<file path="src/rtl/multi_byte_add_seq.sv">
// Byte-serial NBYTES-wide add/subtract sequencer built around one shared
// 8-bit ripple-carry adder; start/busy/done handshake, LSB byte first.

module ripple_carry_adder (
   input  logic [7:0] a,
   input  logic [7:0] b,
   input  logic       cy_in,
   output logic [7:0] sum,
   output logic       cy_out
);

   always_comb begin
      logic [8:0] c;
      c      = '0;
      sum    = '0;
      c[0]   = cy_in;
      for (int unsigned i = 0; i < 8; i++) begin
         sum[i]   = a[i] ^ b[i] ^ c[i];
         c[i + 1] = (a[i] & b[i]) | (c[i] & (a[i] ^ b[i]));
      end
      cy_out = c[8];
   end

endmodule

module multi_byte_add_seq #(
   parameter int unsigned NBYTES = 4
) (
   input  logic                  clk,
   input  logic                  rst_n,
   input  logic                  start,
   input  logic                  sub,
   input  logic                  cin,
   input  logic [8*NBYTES-1:0]   op_a,
   input  logic [8*NBYTES-1:0]   op_b,
   output logic                  busy,
   output logic                  done,
   output logic [8*NBYTES-1:0]   result,
   output logic                  cout,
   output logic                  overflow
);

   localparam int unsigned W  = 8 * NBYTES;
   localparam int unsigned IW = (NBYTES > 1) ? $clog2(NBYTES) : 1;

   localparam logic [1:0] IDLE = 2'd0;
   localparam logic [1:0] RUN  = 2'd1;
   localparam logic [1:0] DONE = 2'd2;

   localparam logic [IW-1:0] LAST_IDX = IW'(NBYTES - 1);

   logic [1:0]    state;
   logic [W-1:0]  a_reg;
   logic [W-1:0]  b_reg;
   logic [IW-1:0] idx;
   logic          carry;

   logic [7:0]    a_byte;
   logic [7:0]    b_byte;
   logic [7:0]    sum_byte;
   logic          cy_out;

   // {idx, 3'b000} is the bit offset of the active byte slice
   assign a_byte = a_reg[{idx, 3'b000} +: 8];
   assign b_byte = b_reg[{idx, 3'b000} +: 8];

   ripple_carry_adder u_rca (
      .a      (a_byte),
      .b      (b_byte),
      .cy_in  (carry),
      .sum    (sum_byte),
      .cy_out (cy_out)
   );

   assign busy = (state == RUN);
   assign done = (state == DONE);

   always_ff @(posedge clk) begin
      if (!rst_n) begin
         state    <= IDLE;
         a_reg    <= '0;
         b_reg    <= '0;
         idx      <= '0;
         carry    <= 1'b0;
         result   <= '0;
         cout     <= 1'b0;
         overflow <= 1'b0;
      end else begin
         case (state)
            IDLE: begin
               if (start) begin
                  a_reg <= op_a;
                  // subtraction is A + ~B + 1
                  b_reg <= sub ? ~op_b : op_b;
                  carry <= sub ? 1'b1 : cin;
                  idx   <= '0;
                  state <= RUN;
               end
            end
            RUN: begin
               result[{idx, 3'b000} +: 8] <= sum_byte;
               carry <= cy_out;
               idx   <= idx + IW'(1);
               if (idx == LAST_IDX) begin
                  cout     <= cy_out;
                  overflow <= (a_reg[W-1] == b_reg[W-1]) && (sum_byte[7] != a_reg[W-1]);
                  state    <= DONE;
               end
            end
            DONE:    state <= IDLE;
            default: state <= IDLE;
         endcase
      end
   end

endmodule

</file>
<file path="config.mk">
export PLATFORM = sky130hd
export DESIGN_NAME = multi_byte_add_seq
export DESIGN_NICKNAME = d
export VERILOG_FILES = /design/src/rtl/multi_byte_add_seq.sv
export SDC_FILE = /design/constraint.sdc
export NUM_CORES = 1
export LEC_CHECK = 0
export ABC_AREA = 0
export BUFFER_PORTS_ARGS = -buffer_cell sky130_fd_sc_hd__clkbuf_2
export CAP_MARGIN = 5
export CORE_ASPECT_RATIO = 0.5
export CORE_MARGIN = 10
export CORE_UTILIZATION = 45
export DETAILED_ROUTE_END_ITERATION = 12
export GPL_ROUTABILITY_DRIVEN = 0
export PLACE_DENSITY = 0.68
export SETUP_SLACK_MARGIN = 0.02
export SYNTH_ARGS = -nofsm -noshare
export SYNTH_HDL_FRONTEND = slang
export SYNTH_SLANG_ARGS = --single-unit
</file>
<file path="constraint.sdc">
create_clock -name clk -period 6.63 [get_ports clk]
set_clock_uncertainty 0.1 [all_clocks]
set_input_delay 0.3315 -clock clk [delete_from_list [all_inputs] [get_ports clk]]
set_output_delay 0.3315 -clock clk [all_outputs]
set_load 0.005 [all_outputs]
</file>
==> impl_metrics.tcl, run 1 <==
set metrics [dict create \
    critical_path_peak_fanout 13 \
    preCtsSetupSlack_ns 1.67 \
    via_per_inst 5.17 \
    synth_sequential_area_ratio_pct 44.8 \
    design_area_sq_mm 0.00546 \
    post_synth_num_cell_types 38 \
    grt_use_total_pct 15.4 \
    tritoncts_clock_tree "yes" \
    dr.first_iter.drc_count 238 \
    clk_transition_reported_paths_ns 0.07 \
    cts-hold-fix-buffers 0 \
    final_critical_path_setup_slack_ns 1.64 \
    numPortBuffers 104 \
    boundaryPins 105 \
    power.leakage_uw 0.00217 \
    critical_setup_path_kind "reg -> reg" \
    fill_cells 875 \
    firstDrtPassIters 4 \
    postSynthRegisterBits 103 \
    grt_pass1_vias 3418 \
    coreArea_sq_mm 0.00970 \
    dieArea_sq_mm 0.0149 \
    report.final.setup_viol 0 \
    dp_hpwl_um 8810 \
    critical_path.endpoint_type "register" \
    powerDensity_mw_per_mm2 264 \
    post-place-cells 670 \
    final_antenna_violating_net_count 0 \
    insertion_delay_ns 0.35 \
    clk_root_buffer_cell "sky130_fd_sc_hd__clkbuf_16" \
    netlist_instances 461 \
    drc 0 \
    reg2reg_from "idx[0]$_SDFFE_PN0P_" \
    critPathLaunch "idx[0]$_SDFFE_PN0P_" \
    drv.max_cap_violation_count 0 \
    grt_first_pass_wirelength_um 18400 \
    required_ns 6.80 \
    share_clk_of_total_power_pct 38.8 \
    fin_nets 629 \
    initial_standard_cell_utilization_of_the_core_pct 47.5 \
    finalSetupTns_ns 0 \
    ys_warn_count 0 \
    chipHeight_um 91.5 \
    mappedNetlistArea_sq_mm 0.00461 \
    row_count 25 \
    finalCriticalPeriod_ns 4.99 \
    overflow 0 \
    grt_max_degree 97 \
    fin_cells 685 \
    clk_path_buf_depth 2 \
    cts_made_buffers 9 \
    wl_per_cell_um 17.1 \
    finalHoldViolations 0 \
    p_sw_share_pct 25.0 \
    endpoint_arrival_time_on_the_critical_path_ns 5.16 \
    timing.critical_path.from_type "register" \
    combinationalPowerShare_pct 14.0 \
    detailed_place.area_sq_mm 0.00515 \
    drive_above_1_share_pct 27.1 \
    ctsResizeCount 0 \
    status "finished clean" \
    max_freq_ghz 0.201 \
    intPower_uw 1080 \
    finalWirelength_um 11700 \
    vias 3540 \
    worst_slew_margin_relative_to_its_limit_pct 24.3 \
    rsz0062_at_grt "false" \
    worst_slew_pin_slew_ns 1.14 \
    p_switching_uw 360 \
    ir_drop_mv 0.117 \
    syn-num-nets 544 \
    area_growth_syn_to_layout_pct 18.5 \
    cts_num_sinks 103 \
    post_cts.repair.setup_buffers 0 \
    antenna_diode_count 0 \
    slew_viol_final 0 \
    cts.htree.levels 3 \
    holdCritPathClass "in -> reg" \
    worstHoldStart "op_a[27]" \
    p_seq_share_pct 47.2 \
    synthesis.area_per_instance_sq_um 9.99 \
    period_share_pct 75.2 \
    die_width_um 163 \
    initial_antenna_violation_count 0 \
]
==> stage by stage <==
stage | power [uW] | util, % | hold slack [ns]
2_1_floorplan | 830 | - | 0.333
3_3_place_gp | 893 | 53.1 | 0.340
3_5_place_dp | 896 | 53.1 | 0.348
4_1_cts | 1450 | 56.3 | 0.0958
5_1_grt | 1500 | 56.3 | 0.0988
6_report | 1440 | 56.3 | 0.102
==> placed cells by master (no fill, tap or decap), types with 9 or more instances in the layout <==
master                      Yosys  final
sky130_fd_sc_hd__a22o_1        18     18
sky130_fd_sc_hd__xnor2_1       32     32
sky130_fd_sc_hd__a211oi_1      33     33
sky130_fd_sc_hd__clkbuf_2       0    104
sky130_fd_sc_hd__dfxtp_1      103    103
sky130_fd_sc_hd__inv_1         24     23
sky130_fd_sc_hd__clkbuf_16      0      9
sky130_fd_sc_hd__nor2_1        37     37
sky130_fd_sc_hd__mux4_2        16     16
sky130_fd_sc_hd__nand2_1       70     70
sky130_fd_sc_hd__a21oi_1       36     36
==> area by class of cell <==
cell class	instances	area, sq um	area share [%]
clock buffer	11	243	4.45
clock inverter	4	70.1	1.28
inverter	25	93.8	1.72
multi-input combinational	299	2270	41.6
sequential	103	2060	37.8
tap	135	169	3.09
timing repair buffer	108	551	10.1
==> worst max-delay path: stages, from the launching register on <==
cell                       delay, ns
sky130_fd_sc_hd__dfxtp_1        0.79
sky130_fd_sc_hd__mux4_2         0.36
sky130_fd_sc_hd__inv_1          0.06
sky130_fd_sc_hd__fa_1           0.40
sky130_fd_sc_hd__fa_1           0.40
sky130_fd_sc_hd__fa_1           0.40
sky130_fd_sc_hd__fa_1           0.40
sky130_fd_sc_hd__fa_1           0.39
sky130_fd_sc_hd__fa_1           0.37
sky130_fd_sc_hd__inv_1          0.08
sky130_fd_sc_hd__fa_1           0.19
sky130_fd_sc_hd__fa_1           0.52
sky130_fd_sc_hd__and3b_1        0.25
sky130_fd_sc_hd__a211oi_1       0.05
sky130_fd_sc_hd__nor3_1         0.17
==> power by group through the flow <==
| stage | clock [uW] | combinational (uW) | sequential, uW |
|---|---|---|---|
| floorplan | 0 | 150 | 681 |
| global placement | 0 | 200 | 692 |
| detailed placement | 0 | 203 | 693 |
| CTS | 563 | 204 | 679 |
| global route | 589 | 225 | 683 |
| finish | 559 | 202 | 679 |
==> path summary, 6_finish.rpt <==
path / to / slack [ns] / cells past startpoint
setup / recovery: overflow$_SDFFE_PN0P_ / 1.64 / 14
hold / removal: a_reg[27]$_SDFFE_PN0P_ / 0.10 / 3
setup reg to reg: overflow$_SDFFE_PN0P_ / 1.64 / 14
hold reg to reg: a_reg[13]$_SDFFE_PN0P_ / 0.36 / 2
==> logic make-up after synthesis <==
kind of cell	synth area share, %
xor gates and xnor gates	6.08
AOI/OAI and AO/OA	17.6
muxes	7.82
buffers and inverters	5.95
DFF	44.8
adders and majority gates	5.11
and+or+nand+nor	12.7
==> metal layers <==
layer	vias up	track usage [%]	routed length, um
met5	-	0	0
met4	0	4.93	114
met3	7	4.59	833
met2	89	21.2	4910
met1	1672	22.1	5830
li1	1772	-	-
==> synth_stat cells (all sizes together) <==
master / number / area (sq um)
dfxtp: 103 / 2060
nand2: 70 / 263
a21oi: 40 / 238
nor2: 37 / 139
a211oi: 33 / 248
xnor2: 32 / 280
buf: 26 / 150
inv: 25 / 93.8
a22o: 18 / 158
mux4: 16 / 360
clkbuf: 8 / 30.0
fa: 8 / 160
o2bb2ai: 8 / 70.1
a32o: 6 / 60.1
ha: 6 / 75.1
nor2b: 6 / 37.5
nand3: 2 / 10.0
nand3b: 2 / 15.0
a22oi: 1 / 7.51
and2: 1 / 6.26
and3: 1 / 6.26
and3b: 1 / 8.76
and4: 1 / 11.3
and4bb: 1 / 12.5
nand2b: 1 / 13.8
nor3: 1 / 5.00
nor3b: 1 / 18.8
nor4: 1 / 21.3
nor4b: 1 / 8.76
o21ai: 1 / 5.00
o21bai: 1 / 7.51
o41ai: 1 / 16.3
or3b: 1 / 8.76
Note: power is estimated with default switching activity, not from simulation.
==> run 2, diff against run 1 <==
Clock period 6.63 ns to 5.2 ns, I/O delays scaled along.
==> impl_metrics.tcl, run 2 (synthesized netlist as in run 1, its figures left out) <==
set metrics [dict create \
    max_freq_ghz 0.219 \
    preCtsSetupSlack_ns 0.676 \
    worst_slew_margin_relative_to_its_limit_pct 29.5 \
    finalHoldViolations 0 \
    detailed_place.area_sq_mm 0.00516 \
    finalWirelength_um 11400 \
    boundaryPins 105 \
    drc 0 \
    coreArea_sq_mm 0.00970 \
    final_critical_path_setup_slack_ns 0.641 \
    worstHoldStart "op_a[18]" \
    layout.cells.most_common_list "104 x sky130_fd_sc_hd__clkbuf_2, 103 x sky130_fd_sc_hd__dfxtp_1, 70 x sky130_fd_sc_hd__nand2_1, 37 x sky130_fd_sc_hd__nor2_1, 36 x sky130_fd_sc_hd__a21oi_1" \
    finalSetupTns_ns 0 \
    die_width_um 163 \
    area_growth_syn_to_layout_pct 19.4 \
    period_share_pct 87.7 \
    finish.utilization_pct 56.7 \
    dieArea_sq_mm 0.0149 \
    vias 3550 \
    via_per_inst 5.16 \
    required_ns 5.37 \
    tritoncts_clock_tree "yes" \
    cts-hold-fix-buffers 0 \
    reg2regPathDepth 15 \
    drv.max_cap_violation_count 0 \
    slew_viol_final 0 \
    powerDensity_mw_per_mm2 340 \
    p_switching_uw 480 \
    share_clk_of_total_power_pct 39.9 \
    ctsResizeCount 0 \
    timing.critical_path.from_type "register" \
    grt_pass1_vias 3507 \
    insertion_delay_ns 0.35 \
    cts.htree.levels 3 \
    clk_path_buf_depth 2 \
    grt_use_total_pct 15.2 \
    initial_standard_cell_utilization_of_the_core_pct 47.5 \
    grt_max_degree 97 \
    endpoint_arrival_time_on_the_critical_path_ns 4.73 \
    p_seq_share_pct 46.1 \
    dp_hpwl_um 8580 \
    dr.first_iter.drc_count 195 \
    antenna_diode_count 0 \
    ir_drop_mv 0.189 \
    row_count 25 \
    clk_transition_reported_paths_ns 0.07 \
    cts_made_buffers 9 \
    post-place-cells 672 \
    critical_path_peak_fanout 10 \
    rsz0062_at_grt "false" \
    chipHeight_um 91.5 \
    finalCriticalPeriod_ns 4.56 \
    cts_num_sinks 103 \
    reg2reg_from "idx[1]$_SDFFE_PN0P_" \
    worstReg2RegEnd "overflow$_SDFFE_PN0P_" \
    intPower_uw 1390 \
    grt_first_pass_wirelength_um 18300 \
    critical_path.endpoint_type "register" \
    clk_root_buffer_cell "sky130_fd_sc_hd__clkbuf_16" \
    final_antenna_violating_net_count 0 \
    worst_hold_path.num_cells 3 \
    drive_above_1_share_pct 27.7 \
    fin_nets 631 \
    initial_antenna_violation_count 0 \
    rrSetupSlack_ns 0.64 \
    overflow 0 \
    status "finished clean" \
    wl_per_cell_um 16.5 \
    layout_commonest_cell "sky130_fd_sc_hd__clkbuf_2" \
    firstDrtPassIters 4 \
    numPortBuffers 104 \
    post_cts.repair.setup_buffers 0 \
    design_area_sq_mm 0.00550 \
    fin_cells 688 \
    holdCritPathClass "in -> reg" \
    critical_setup_path_kind "reg -> reg" \
    combinationalPowerShare_pct 13.9 \
    p_sw_share_pct 25.7 \
    worst_slew_pin_slew_ns 1.06 \
    hold_end "a_reg[18]$_SDFFE_PN0P_" \
    report.final.setup_viol 0 \
    power.leakage_uw 0.00219 \
]
-- run 2: cell count changes in the layout (fill, tap and decap cells not counted) --
cell / previous run / this run
sky130_fd_sc_hd__clkbuf_1: 1 / 0
sky130_fd_sc_hd__buf_4: 4 / 6
sky130_fd_sc_hd__clkinv_8: 0 / 1
sky130_fd_sc_hd__clkinv_4: 0 / 2
sky130_fd_sc_hd__inv_6: 0 / 1
sky130_fd_sc_hd__clkinv_2: 2 / 0
-- run 2: metrics by stage --
| stage | total power, uW | hold slack (ns) |
|---|---|---|
| detailed placement | 1140 | 0.347 |
| CTS | 1880 | 0.0204 |
| floorplan | 1060 | 0.296 |
| finish | 1870 | 0.0322 |
| global placement | 1140 | 0.346 |
| global route | 1950 | 0.0170 |
-- run 2: power groups by stage --
stage / Sequential (uW) / Clock (uW) / Combinational, uW
6_report: 862 / 747 / 261
3_3_place_gp: 879 / 0 / 260
4_1_cts: 862 / 758 / 263
5_1_grt: 867 / 793 / 293
2_1_floorplan: 868 / 0 / 191
3_5_place_dp: 880 / 0 / 262
-- run 2: final cells by class --
cell class                      instances  area (sq um)
Inverter                               25          93.8
Sequential cell                       103          2060
Timing Repair Buffer                  110           566
Fill cell                             892          4190
Multi-Input combinational cell        299          2270
Clock inverter                          6           103
Tap cell                              135           169
Clock buffer                           10           239
-- run 2: routing by layer --
metal	up-vias	routed length, um	track usage, %
met1	1656	5570	20.9
met4	0	115	4.93
li1	1776	-	-
met2	110	4800	21.8
met3	8	898	5.18
met5	-	0	0
-- run 2: worst max path at each step --
stage / slack [ns] / endpoint / from / depth (start not counted)
floorplan: 0.60 / overflow$_SDFFE_PN0P_ / idx[1]$_SDFFE_PN0P_ / 16
global placement: 0.75 / overflow$_SDFFE_PN0P_ / idx[1]$_SDFFE_PN0P_ / 15
detailed placement: 0.68 / overflow$_SDFFE_PN0P_ / idx[1]$_SDFFE_PN0P_ / 15
CTS: 0.65 / overflow$_SDFFE_PN0P_ / idx[1]$_SDFFE_PN0P_ / 15
global route: 0.40 / overflow$_SDFFE_PN0P_ / idx[1]$_SDFFE_PN0P_ / 15
finish: 0.64 / overflow$_SDFFE_PN0P_ / idx[1]$_SDFFE_PN0P_ / 15
-- run 2: worst max-delay path, stage by stage, from the launching register on --
cell and delay (ns):
sky130_fd_sc_hd__dfxtp_1 0.35, sky130_fd_sc_hd__buf_4 0.21, sky130_fd_sc_hd__mux4_2 0.20, sky130_fd_sc_hd__inv_1 0.05, sky130_fd_sc_hd__fa_1 0.37, sky130_fd_sc_hd__fa_1 0.41, sky130_fd_sc_hd__fa_1 0.40, sky130_fd_sc_hd__fa_1 0.39
sky130_fd_sc_hd__fa_1 0.39, sky130_fd_sc_hd__fa_1 0.37, sky130_fd_sc_hd__inv_1 0.07, sky130_fd_sc_hd__fa_1 0.17, sky130_fd_sc_hd__fa_1 0.53, sky130_fd_sc_hd__and3b_1 0.26, sky130_fd_sc_hd__a211oi_1 0.05, sky130_fd_sc_hd__nor3_1 0.16
